**src/rtl/io_fabric_if.sv**
```systemverilog
// CPU-side system bus bundle between the mapper output and the io_fabric decoder.
interface io_fabric_if #(
  parameter int unsigned ADDR_W    = 25,
  parameter int unsigned DATA_W    = 8,
  parameter int unsigned NUM_SLOTS = 10
);
  logic [ADDR_W-1:0]                i_addr;
  logic                             i_rwb;
  logic [DATA_W-1:0]                i_data;
  logic [DATA_W-1:0]                o_data;
  logic                             o_rdy;
  logic [NUM_SLOTS:0]               o_cs;
  logic [(NUM_SLOTS+1)*DATA_W-1:0]  i_slot_data;
  logic [NUM_SLOTS:0]               i_slot_wait;
  logic                             o_irq;

  modport slave (
    input  i_addr, i_rwb, i_data, i_slot_data, i_slot_wait,
    output o_data, o_rdy, o_cs, o_irq
  );

  modport master (
    output i_addr, i_rwb, i_data, i_slot_data, i_slot_wait,
    input  o_data, o_rdy, o_cs, o_irq
  );
endinterface

```
**src/rtl/io_fabric.sv**
```systemverilog
// Address decoder, read mux and wait-state/timeout generator for the 6502 bus.
// Programmable windows, a default slot, and a 3-byte error status block.
module io_fabric #(
  parameter int unsigned                     ADDR_W     = 25,
  parameter int unsigned                     DATA_W     = 8,
  parameter int unsigned                     NUM_SLOTS  = 10,
  parameter logic [NUM_SLOTS*ADDR_W-1:0]     SLOT_BASE  = '1,
  parameter logic [NUM_SLOTS*ADDR_W-1:0]     SLOT_LIMIT = '0,
  parameter logic [(NUM_SLOTS+1)*4-1:0]      SLOT_WS    = '0,
  parameter int unsigned                     TIMEOUT    = 255,
  parameter logic [ADDR_W-1:0]               CSR_BASE   = ADDR_W'('h0efd0)
) (
  input logic        clk,
  input logic        reset,
  io_fabric_if.slave bus
);

  localparam int unsigned SW = $clog2(NUM_SLOTS + 1);

  typedef enum logic [1:0] {StIdle, StStall, StAbort} state_e;

  state_e          state_q;
  logic [SW-1:0]   slot_q;
  logic [3:0]      ws_q;
  logic [15:0]     to_q;
  logic            err_q;
  logic [3:0]      err_slot_q;
  logic [15:0]     err_addr_q;

  logic              csr_hit;
  logic [ADDR_W-1:0] csr_diff;
  logic [1:0]        csr_off;
  logic [SW-1:0]     dec_slot;
  logic [3:0]        dec_ws;
  logic              dec_wait;
  logic              idle_done;
  logic              stall_done;
  logic [SW-1:0]     rd_slot;
  logic [DATA_W-1:0] slot_rdata;
  logic [DATA_W-1:0] csr_rdata;

  // Lowest-index window wins, so scan from the top and let lower hits overwrite.
  always_comb begin
    csr_hit  = (bus.i_addr >= CSR_BASE) && (bus.i_addr <= CSR_BASE + ADDR_W'(2));
    csr_diff = bus.i_addr - CSR_BASE;
    csr_off  = csr_diff[1:0];
    dec_slot = SW'(NUM_SLOTS);
    for (int k = int'(NUM_SLOTS) - 1; k >= 0; k--) begin
      if (bus.i_addr >= SLOT_BASE[k*ADDR_W +: ADDR_W] &&
          bus.i_addr <= SLOT_LIMIT[k*ADDR_W +: ADDR_W]) begin
        dec_slot = SW'(k);
      end
    end
    dec_ws     = SLOT_WS[dec_slot*4 +: 4];
    dec_wait   = bus.i_slot_wait[dec_slot];
    idle_done  = csr_hit || (dec_ws == 4'd0 && !dec_wait);
    stall_done = (ws_q <= 4'd1) && !bus.i_slot_wait[slot_q];
    rd_slot    = (state_q == StStall) ? slot_q : dec_slot;
    slot_rdata = bus.i_slot_data[rd_slot*DATA_W +: DATA_W];
    unique case (csr_off)
      2'd0:    csr_rdata = DATA_W'({err_q, 3'b000, err_slot_q});
      2'd1:    csr_rdata = DATA_W'(err_addr_q[7:0]);
      2'd2:    csr_rdata = DATA_W'(err_addr_q[15:8]);
      default: csr_rdata = '0;
    endcase
  end

  always_comb begin
    bus.o_cs   = '0;
    bus.o_data = '0;
    bus.o_rdy  = 1'b0;
    case (state_q)
      StIdle: begin
        if (csr_hit) begin
          bus.o_data = csr_rdata;
        end else begin
          bus.o_cs[dec_slot] = 1'b1;
          bus.o_data         = slot_rdata;
        end
        bus.o_rdy = idle_done;
      end
      StStall: begin
        bus.o_cs[slot_q] = 1'b1;
        bus.o_data       = slot_rdata;
        bus.o_rdy        = stall_done;
      end
      StAbort: begin
        bus.o_data = '1;
        bus.o_rdy  = 1'b1;
      end
      default: ;
    endcase
    if (reset) bus.o_rdy = 1'b1;
  end

  assign bus.o_irq = err_q;

  always_ff @(posedge clk) begin
    if (reset) begin
      state_q    <= StIdle;
      slot_q     <= SW'(NUM_SLOTS);
      ws_q       <= 4'd0;
      to_q       <= 16'd0;
      err_q      <= 1'b0;
      err_slot_q <= 4'd0;
      err_addr_q <= 16'd0;
    end else begin
      case (state_q)
        StIdle: begin
          if (csr_hit) begin
            if (!bus.i_rwb && csr_off == 2'd0) begin
              err_q      <= 1'b0;
              err_slot_q <= 4'd0;
            end
          end else if (!idle_done) begin
            slot_q  <= dec_slot;
            ws_q    <= dec_ws;
            to_q    <= 16'd1;
            state_q <= StStall;
          end
        end
        StStall: begin
          ws_q <= (ws_q == 4'd0) ? 4'd0 : ws_q - 4'd1;
          if (stall_done) begin
            state_q <= StIdle;
          end else if (to_q >= 16'(TIMEOUT)) begin
            state_q <= StAbort;
          end else begin
            to_q <= to_q + 16'd1;
          end
        end
        StAbort: begin
          err_q      <= 1'b1;
          err_slot_q <= 4'(slot_q);
          err_addr_q <= bus.i_addr[15:0];
          state_q    <= StIdle;
        end
        default: state_q <= StIdle;
      endcase
    end
  end

endmodule

```
**src/flat_wrapper.sv**
```systemverilog
// flat-port wrapper written by rule: the top's interface ports become plain ports
module io_fabric_flat 
#(
  parameter int unsigned                     ADDR_W     = 25,
  parameter int unsigned                     DATA_W     = 8,
  parameter int unsigned                     NUM_SLOTS  = 10,
  parameter logic [NUM_SLOTS*ADDR_W-1:0]     SLOT_BASE  = '1,
  parameter logic [NUM_SLOTS*ADDR_W-1:0]     SLOT_LIMIT = '0,
  parameter logic [(NUM_SLOTS+1)*4-1:0]      SLOT_WS    = '0,
  parameter int unsigned                     TIMEOUT    = 255,
  parameter logic [ADDR_W-1:0]               CSR_BASE   = ADDR_W'('h0efd0)
)
  (clk, reset, bus_i_addr, bus_i_rwb, bus_i_data, bus_i_slot_data, bus_i_slot_wait, bus_o_data, bus_o_rdy, bus_o_cs, bus_o_irq);
  io_fabric_if #(.ADDR_W(ADDR_W), .DATA_W(DATA_W), .NUM_SLOTS(NUM_SLOTS)) bus_i ();
  input logic clk;
  input logic reset;
  input wire logic [$bits(bus_i.i_addr)-1:0] bus_i_addr;
  input wire logic [$bits(bus_i.i_rwb)-1:0] bus_i_rwb;
  input wire logic [$bits(bus_i.i_data)-1:0] bus_i_data;
  input wire logic [$bits(bus_i.i_slot_data)-1:0] bus_i_slot_data;
  input wire logic [$bits(bus_i.i_slot_wait)-1:0] bus_i_slot_wait;
  output wire logic [$bits(bus_i.o_data)-1:0] bus_o_data;
  output wire logic [$bits(bus_i.o_rdy)-1:0] bus_o_rdy;
  output wire logic [$bits(bus_i.o_cs)-1:0] bus_o_cs;
  output wire logic [$bits(bus_i.o_irq)-1:0] bus_o_irq;
  assign bus_i.i_addr = bus_i_addr;
  assign bus_i.i_rwb = bus_i_rwb;
  assign bus_i.i_data = bus_i_data;
  assign bus_i.i_slot_data = bus_i_slot_data;
  assign bus_i.i_slot_wait = bus_i_slot_wait;
  assign bus_o_data = bus_i.o_data;
  assign bus_o_rdy = bus_i.o_rdy;
  assign bus_o_cs = bus_i.o_cs;
  assign bus_o_irq = bus_i.o_irq;
  io_fabric #(.ADDR_W(ADDR_W), .DATA_W(DATA_W), .NUM_SLOTS(NUM_SLOTS), .SLOT_BASE(SLOT_BASE), .SLOT_LIMIT(SLOT_LIMIT), .SLOT_WS(SLOT_WS), .TIMEOUT(TIMEOUT), .CSR_BASE(CSR_BASE)) u_core (.clk(clk), .reset(reset), .bus(bus_i));
endmodule
```
**config.mk**
```make
export PLATFORM = sky130hd
export DESIGN_NAME = io_fabric_flat
export DESIGN_NICKNAME = d
export VERILOG_FILES = /design/src/rtl/io_fabric_if.sv /design/src/rtl/io_fabric.sv /design/src/flat_wrapper.sv
export SDC_FILE = /design/constraint.sdc
export NUM_CORES = 1
export LEC_CHECK = 0
export BUFFER_PORTS_ARGS = -buffer_cell sky130_fd_sc_hd__buf_2
export CORE_MARGIN = 2
export CORE_UTILIZATION = 36
export CTS_BUF_LIST = sky130_fd_sc_hd__clkbuf_8 sky130_fd_sc_hd__clkbuf_16
export DETAILED_ROUTE_END_ITERATION = 7
export PLACE_DENSITY = 0.76
export SYNTH_ARGS = -nofsm -noshare
export SYNTH_HDL_FRONTEND = slang
export SYNTH_SLANG_ARGS = --single-unit
```
**constraint.sdc**
```tcl
create_clock -name clk -period 1.7 [get_ports clk]
set_clock_uncertainty 0.2 [all_clocks]
set_input_delay 0.17 -clock clk [delete_from_list [all_inputs] [get_ports clk]]
set_output_delay 0.17 -clock clk [all_outputs]
set_load 0.01 [all_outputs]
```
==> metrics.txt, run 1 <==
Yosys top cell by area dfxtp_1; EDFF count, synth 0; dominant delay contributor by cell family on the critical path compound AO/OA/AOI/OAI gates; clock-pin slew on the worst setup and hold paths 0.09 ns; area of the core 5540 um^2; Sequential Area 829.5 um^2; Crit path buffers/inverters 3; Final Slew Violations 0; Worst R2R Path Depth 6; Leakage Power 1.370 nW; initial antenna violation count 0; GP Congestion 0.8159; top_reg_cell synth dfxtp_1; ranking of synthesized cells by area dfxtp_1 (39%), nand2_1 (7.2%), a21oi_1 (6.2%), and2_1 (4.8%), buf_4 (3.6%); Hold Crit Class in2reg; # diodes 0; crit-path most repeated cell buf_6; die span in x 80.14 um; Multi-input gate area 1454 um^2; final worst-path cycle share 1.145; reg2reg end u_core.to_q[1]$_SDFFE_PP0P_; R2R setup slack -0.14 ns; die height 80.14 um; first-pass GRT wire length 9687 um; via count 2212; RSZ-0062 raised after global routing yes; yosys warns 0; Total Routing Usage GR 0.1923; CP Cell Sequence buf_6 -> and4b_2 -> a221oi_4 -> o2111ai_4 -> buf_6 -> o211ai_1 -> buf_2; Post-synth ARST share 0; total power 2.212 mW; post-DR wirelength/cell 15.14 um; HPWL after DPL 4186 um; top cell type's share of synthesized area 0.3933; vias in the first global route 2140; clk sinks 41; DR pass1 iterations 4; Unique masters post-synth 47; VDD IR max 0.6290 mV; drt initial violations 114; Initial Utilization 0.3767; # nets final 492; CTS H-Tree Depth 2; Routed Antenna Nets 0; Die Area 6422 um^2; Worst path depth 7; R2R Path Start u_core.to_q[10]$_SDFFE_PP0P_; Seq cells post-synth 41; crit path kind in2out; Final Hold Viols 0; largest net degree at the start of global routing 19; slowest stage delay, CP 0.35 ns; clock period minus worst slack 1.947 ns; FMAX 513.7 MHz; failing checks negative setup slack; Worst Setup SP bus_i_addr[13]; Layout fillers 453; CTS tree done; Post-route DRC 0; cell area after placement 2705 um^2; Setup-failing EPs final 29; Post-Route WL 6497 um; Ports 156; Pwr Density 663.7 nW/um^2; top-count cell post-synth dfxtp_1; slowest CP cell a221oi_4; startpoint types primary input; design area 3332 um^2; GRT Residual Overflow 0; data required time of the critical path 1.33 ns; hold slack 0.02551 ns; type of element capturing the critical path output pin; synthesized area 2087 um^2; sequential share of the synthesized area 0.3933; Finished Layout Cells 429; average size of a mapped cell 8.415 um^2; Area Overhead vs Synth 59.65%; Syn Inst Count 248; MaxCap Viol Count 0; Worst-Skew Late Latency 0.30 ns; setup slack after layout -0.2467 ns; detail-routed via count per cell 5.156; Placed Instances 406; fin util 0.6014; PortBufs 57; crit path max fanout 6; row count 27; Commonest cells post-synth dfxtp_1 (41), nand2_1 (40), a21oi_1 (26); status finished with violations; share of cells above drive strength 1 0.4762; CP endpoint bus_o_data[4]; CTS Root Cell clkbuf_8; worst-case clock buffer depth 2; CTS Buf Count 5; CP arrival 1.58 ns
[worst min path at each step]
stage                         from                                  to  cells after the start
finish              bus_i_addr[15]  u_core.err_addr_q[15]$_SDFFE_PP0P_                      4
global route         bus_i_addr[7]   u_core.err_addr_q[7]$_SDFFE_PP0P_                      4
CTS                          reset      u_core.state_q[0]$_SDFFE_PP0P_                      2
detailed placement   bus_i_addr[6]   u_core.err_addr_q[6]$_SDFFE_PP0P_                      3
global placement     bus_i_addr[6]   u_core.err_addr_q[6]$_SDFFE_PP0P_                      3
floorplan           bus_i_addr[10]  u_core.err_addr_q[10]$_SDFFE_PP0P_                      2
[per-stage QoR]
step           setup TNS [ns]  setup slack, ns
3_3_place_gp           -7.704          -0.3648
3_5_place_dp           -7.583          -0.3702
5_1_grt                -4.461          -0.2982
4_1_cts                -2.102          -0.2252
6_report               -2.595          -0.2467
2_1_floorplan         -0.3152         -0.06390
[worst register-to-register path: cells and delay by family, from the launching register on]
| family | cells | cell delay, ns |
|---|---|---|
| AO/OA/AOI/OAI | 2 | 0.28 |
| buffers and inverters | 1 | 0.18 |
| AND/OR/NAND/NOR | 3 | 0.78 |
| flip-flops | 1 | 0.34 |
[report_power, final]
group,switching [mW],internal [mW]
Sequential,0.0114,0.976
Clock,0.354,0.478
Combinational,0.191,0.202
[layout by cell type (no fill, tap or decap), types with 2 or more instances in the layout]
| cell type | instances |
|---|---|
| a21oi_1 | 24 |
| a21oi_2 | 2 |
| a22oi_1 | 6 |
| and2_1 | 15 |
| and4b_1 | 3 |
| buf_2 | 53 |
| buf_4 | 40 |
| buf_6 | 18 |
| clkbuf_8 | 6 |
| conb_1 | 9 |
| dfxtp_1 | 34 |
| dfxtp_2 | 7 |
| dlygate4sd3_1 | 4 |
| mux2i_1 | 6 |
| nand2_1 | 39 |
| nand2b_1 | 3 |
| nand2b_4 | 2 |
| nand3_1 | 4 |
| nand3_2 | 4 |
| nor2_1 | 3 |
| nor2_4 | 3 |
| nor2b_1 | 7 |
| nor3_1 | 2 |
| nor3_2 | 3 |
| nor3b_2 | 2 |
| nor4_4 | 6 |
| nor4b_4 | 2 |
| o211ai_1 | 7 |
| o21ai_1 | 3 |
| o21bai_1 | 2 |
| xor2_1 | 6 |
[kinds of logic after synthesis]
family                     Yosys count  share of synthesized area
and+or+nand+nor                    108                     0.2782
AOI/OAI and AO/OA                   58                     0.1864
DFF                                 41                     0.3933
buffers and inverters               25                    0.07134
xor gates and xnor gates             7                    0.02938
muxes                                7                    0.03357
adders and majority gates            1                   0.005994
other                                1                   0.001797
[registers in the layout, summed over array words and instances, names as in the netlist]
signal,cells
u_core.to_q,16
u_core.bus.o_irq,1
u_core.slot_q,1
u_core.ws_q,4
u_core.err_slot_q,1
u_core.state_q,2
u_core.err_addr_q,16
[what timing repair did]
action | in CTS | in global routing
resized for setup | 49 | 31
buffers inserted | 7 | 5
setup endpoints to repair | 20 | 35
endpoints found under the hold margin | 4 | 0
hold buffers | 4 | 0
pin swaps | 14 | 10
[layout make-up]
class                           count  share of cell area
Inverter                            2            0.003004
Clock buffer                        6             0.02478
Multi-Input combinational cell    190              0.4363
Clock inverter                      2             0.01127
Tap cell                           72             0.02704
Timing Repair Buffer              116              0.2486
Sequential cell                    41              0.2490
[routing by layer]
| metal | track usage | part of all wire | vias to the layer above |
|---|---|---|---|
| met3 | 0.03820 | 0.060 | 6 |
| met1 | 0.2154 | 0.40 | 1040 |
| li1 | - | - | 1079 |
| met4 | 0.04407 | 0.012 | 0 |
| met2 | 0.3692 | 0.53 | 87 |
| met5 | 0 | 0 | - |
(Power assumes the default switching activity.)
==> run 2, diff against run 1 <==
Settings changed: CORE_ASPECT_RATIO set to 0.75.
==> metrics.txt, run 2 (synthesized netlist as in run 1, its figures left out) <==
failing checks negative setup slack; worst-case clock buffer depth 2; DR pass1 iterations 4; R2R Path Start u_core.slot_q[1]$_SDFFE_PP1P_; RSZ-0062 raised after global routing yes; die span in x 91.92 um; Pwr Density 706.3 nW/um^2; Largest regs u_core.err_addr_q: 16 flops, u_core.to_q: 16 flops, u_core.ws_q: 4 flops; type of element capturing the critical path output pin; CTS H-Tree Depth 2; crit path max fanout 5; Setup-failing EPs final 17; row count 23; Placed Instances 408; Worst Setup SP bus_i_addr[12]; post-DR wirelength/cell 15.28 um; MaxCap Viol Count 0; clock-pin slew on the worst setup and hold paths 0.08 ns; Post-Route WL 6540 um; clk sinks 41; crit path kind in2out; FMAX 498.4 MHz; Leakage Power 1.318 nW; GP Congestion 0.8619; Ports 156; Final Hold Viols 0; crit-path most repeated cell buf_2; Routed Antenna Nets 0; setup TNS -2.861 ns; HPWL after DPL 4290 um; Worst R2R Path Depth 6; CP arrival 1.64 ns; PortBufs 57; fin util 0.5863; data required time of the critical path 1.33 ns; CTS Root Cell clkbuf_8; reg2reg end u_core.to_q[7]$_SDFFE_PP0P_; design area 3206 um^2; Post-route DRC 0; CP endpoint bus_o_rdy; slowest stage delay, CP 0.28 ns; final worst-path cycle share 1.180; first-pass GRT wire length 9977 um; # nets final 488; most common cell after layout, fill and taps aside buf_2; Total Routing Usage GR 0.1924; commonest cells after routing, fill and taps aside buf_2 (56), nand2_1 (40), buf_4 (38), dfxtp_1 (33), a21oi_1 (25); status finished with violations; Finished Layout Cells 428; Area Overhead vs Synth 53.60%; via count 2202; largest net degree at the start of global routing 16; setup slack after layout -0.3063 ns; CP Cell Sequence buf_2 -> and4b_1 -> and4b_2 -> buf_4 -> o211ai_2 -> nand2_1 -> a31o_2 -> buf_2; R2R setup slack -0.12 ns; Final Slew Violations 0; startpoint types primary input; slowest CP cell a31o_2; Die Area 6429 um^2; CTS Buf Count 5; Initial Utilization 0.3817; vias in the first global route 2149; Worst-Skew Late Latency 0.30 ns; CTS tree done; share of cells above drive strength 1 0.4334; cell area after placement 2726 um^2; Layout fillers 437; drt initial violations 178; initial antenna violation count 0; die height 69.94 um; detail-routed via count per cell 5.145; Hold Crit Class in2reg; clock period minus worst slack 2.006 ns; area of the core 5468 um^2; VDD IR max 0.3176 mV; # diodes 0; GRT Residual Overflow 0
==> run 2: cell types whose count changed in the layout (fill, tap and decap cells not counted), moves of 3 or more <==
cell | previous run | this run
buf_6 | 18 | 9
nand3_1 | 4 | 7
buf_2 | 53 | 56
nand3_2 | 4 | 1
==> run 2: metal layers <==
layer	global-route usage	vias up	wire (um)
li1	-	1070	-
met4	0.05804	0	161
met5	0	-	0
met2	0.3129	89	3104
met3	0.04099	16	504
met1	0.2566	1027	2770
==> run 2: area by class of cell <==
type                    count  area, um^2  share of cell area
repair buffers            112       787.0              0.2455
clock inverters             3       65.06             0.02030
clock buffers               5       68.82             0.02147
well taps                  75       93.84             0.02927
flip-flops and latches     41       830.8              0.2592
multi-input cells         190        1353              0.4219
inverters                   2       7.507            0.002342
==> run 2: how the worst min path moves through the flow <==
stage                         from                                 end  slack, ns  cells past startpoint
floorplan           bus_i_addr[10]  u_core.err_addr_q[10]$_SDFFE_PP0P_       0.11                      2
global placement     bus_i_addr[6]   u_core.err_addr_q[6]$_SDFFE_PP0P_       0.23                      3
detailed placement   bus_i_addr[6]   u_core.err_addr_q[6]$_SDFFE_PP0P_       0.24                      3
CTS                 bus_i_addr[10]  u_core.err_addr_q[10]$_SDFFE_PP0P_       0.02                      4
global route        bus_i_addr[10]  u_core.err_addr_q[10]$_SDFFE_PP0P_       0.05                      4
finish               bus_i_addr[9]   u_core.err_addr_q[9]$_SDFFE_PP0P_       0.03                      4
==> run 2: worst max-delay path: cells and delay by family <==
family          cells  cell delay (ns)
simple gates        3             0.63
buf+inv             3             0.40
compound gates      2             0.43
==> run 2: power breakdown <==
part           switching (mW)  internal, mW
Clock                   0.345         0.583
Sequential             0.0125         0.975
Combinational           0.174         0.174
Total                   0.532          1.73
==> run 2: metrics by stage <==
| step | hold WS (ns) | total power, mW | worst slack [ns] |
|---|---|---|---|
| detailed placement | 0.2364 | 1.297 | -0.3278 |
| floorplan | 0.1060 | 1.155 | -0.06390 |
| global route | 0.04989 | 2.332 | -0.3653 |
| CTS | 0.02342 | 2.236 | -0.2531 |
| finish | 0.02697 | 2.264 | -0.3063 |
| global placement | 0.2333 | 1.290 | -0.2826 |
==> run 2: what timing repair did <==
action                                  4_1_cts  5_1_grt
resized for setup                            22       29
endpoints found under the hold margin         6        0
endpoints found under the setup margin       18       23
hold buffers                                  6        0
cloned                                        1        0
buffers inserted                              3        2
pin swaps                                     6       17
==> run 3, diff against run 2 <==
Settings changed: TNS_END_PERCENT set to 5.
==> metrics.txt, run 3 (synthesized netlist as in run 1, its figures left out) <==
first-pass GRT wire length 9363 um; drt initial violations 196; HPWL after DPL 4143 um; row count 23; die height 69.94 um; startpoint types primary input; Largest regs u_core.err_addr_q: 16 flops, u_core.to_q: 16 flops, u_core.ws_q: 4 flops; Worst R2R Path Depth 6; worst-case clock buffer depth 2; most common cell after layout, fill and taps aside buf_2; status finished with violations; post-DR wirelength/cell 14.03 um; Hold Crit Class in2reg; CTS Buf Count 5; Pwr Density 657.6 nW/um^2; Area Overhead vs Synth 40.53%; total power 1.929 mW; Die Area 6429 um^2; CP arrival 1.63 ns; die span in x 91.92 um; Setup-failing EPs final 13; CTS tree done; Post-route DRC 0; final worst-path cycle share 1.176; via count 2176; data required time of the critical path 1.33 ns; area of the core 5468 um^2; PortBufs 57; Final Slew Violations 0; hold depth 2; GP Congestion 0.9304; CTS H-Tree Depth 2; failing checks negative setup slack; Total Routing Usage GR 0.1807; share of cells above drive strength 1 0.3801; FMAX 500.3 MHz; Ports 156; Final Hold Viols 0; clk sinks 41; Initial Utilization 0.3817; largest net degree at the start of global routing 19; fin util 0.5364; commonest cells after routing, fill and taps aside buf_2 (57), nand2_1 (40), buf_4 (38), dfxtp_1 (37), a21oi_1 (26); Worst-Skew Late Latency 0.28 ns; Leakage Power 1.222 nW; clock-pin slew on the worst setup and hold paths 0.08 ns; detail-routed via count per cell 5.218; RSZ-0062 raised after global routing yes; CTS Root Cell clkbuf_8; Routed Antenna Nets 0; DR pass1 iterations 4; VDD IR max 0.3448 mV; initial antenna violation count 0; clock period minus worst slack 1.999 ns; # nets final 478; # diodes 0; vias in the first global route 2020; crit path max fanout 5; MaxCap Viol Count 0; type of element capturing the critical path output pin; Post-Route WL 5852 um; GRT Residual Overflow 0; setup slack after layout -0.2989 ns; crit path kind in2out
run 3: changes by cell type in the layout (fill, tap and decap cells not counted), sizes merged:
cell | before | now
buf | 106 | 96
bufinv | 2 | 0
clkbuf | 5 | 6
clkinv | 1 | 0
inv | 2 | 3
run 3: path summary, 6_finish.rpt:
check / start / end / slack [ns]
worst max-delay path: bus_i_addr[5] / bus_o_rdy / -0.30
worst min-delay path: reset / u_core.ws_q[1]$_SDFFE_PP0P_ / 0.02
worst max register to register: u_core.to_q[10]$_SDFFE_PP0P_ / u_core.to_q[1]$_SDFFE_PP0P_ / -0.03
worst min register to register: u_core.err_addr_q[1]$_SDFFE_PP0P_ / u_core.err_addr_q[1]$_SDFFE_PP0P_ / 0.26
run 3: what timing repair did:
item                                   in CTS  in global routing
setup endpoints to repair                  19                 29
pin swaps                                   5                  3
setup buffers                               1                  0
hold buffers                                6                  0
endpoints found under the hold margin       6                  0
gates resized for setup                    18                  9
run 3: routing by layer:
layer,wire (um),share of wire,GRT usage,vias to the layer above
met5,0,0,0,-
met4,227,0.039,0.09784,0
met3,484,0.083,0.04854,23
met2,2581,0.44,0.2753,99
met1,2558,0.44,0.2325,1003
li1,-,-,-,1051
run 3: metrics by stage:
stage | std cells | instance area [um^2] | worst slack (ns) | hold WS (ns) | TNS (ns)
floorplan | 256 | 2123 | -0.06413 | 0.1060 | -0.4382
global placement | 403 | 2646 | -0.2708 | 0.2259 | -4.419
detailed placement | 403 | 2646 | -0.3311 | 0.2312 | -5.755
CTS | 417 | 2903 | -0.2539 | 0.01074 | -2.371
global route | 417 | 2933 | -0.3786 | 0.008564 | -4.298
finish | 417 | 2933 | -0.2989 | 0.01904 | -2.707
run 3: layout make-up:
cell class / count / area, um^2
fillers: 492 / 2535
multi-input cells: 190 / 1277
flip-flops and latches: 41 / 825.8
repair buffers: 102 / 641.9
well taps: 75 / 93.84
clock buffers: 6 / 82.58
inverters: 2 / 7.507
clock inverters: 1 / 3.754
run 3: power breakdown:
part	internal (mW)	switching, mW	total, mW
clock network	0.316	0.316	0.632
registers	0.975	0.00926	0.984
logic	0.153	0.159	0.312
run 3: critical path: stages:
cell and delay, ns:
buf_2 0.11, nor4_2 0.32, and4_4 0.31, buf_4 0.11, o211ai_2 0.18, nand2_1 0.13, a31o_2 0.16, buf_2 0.12
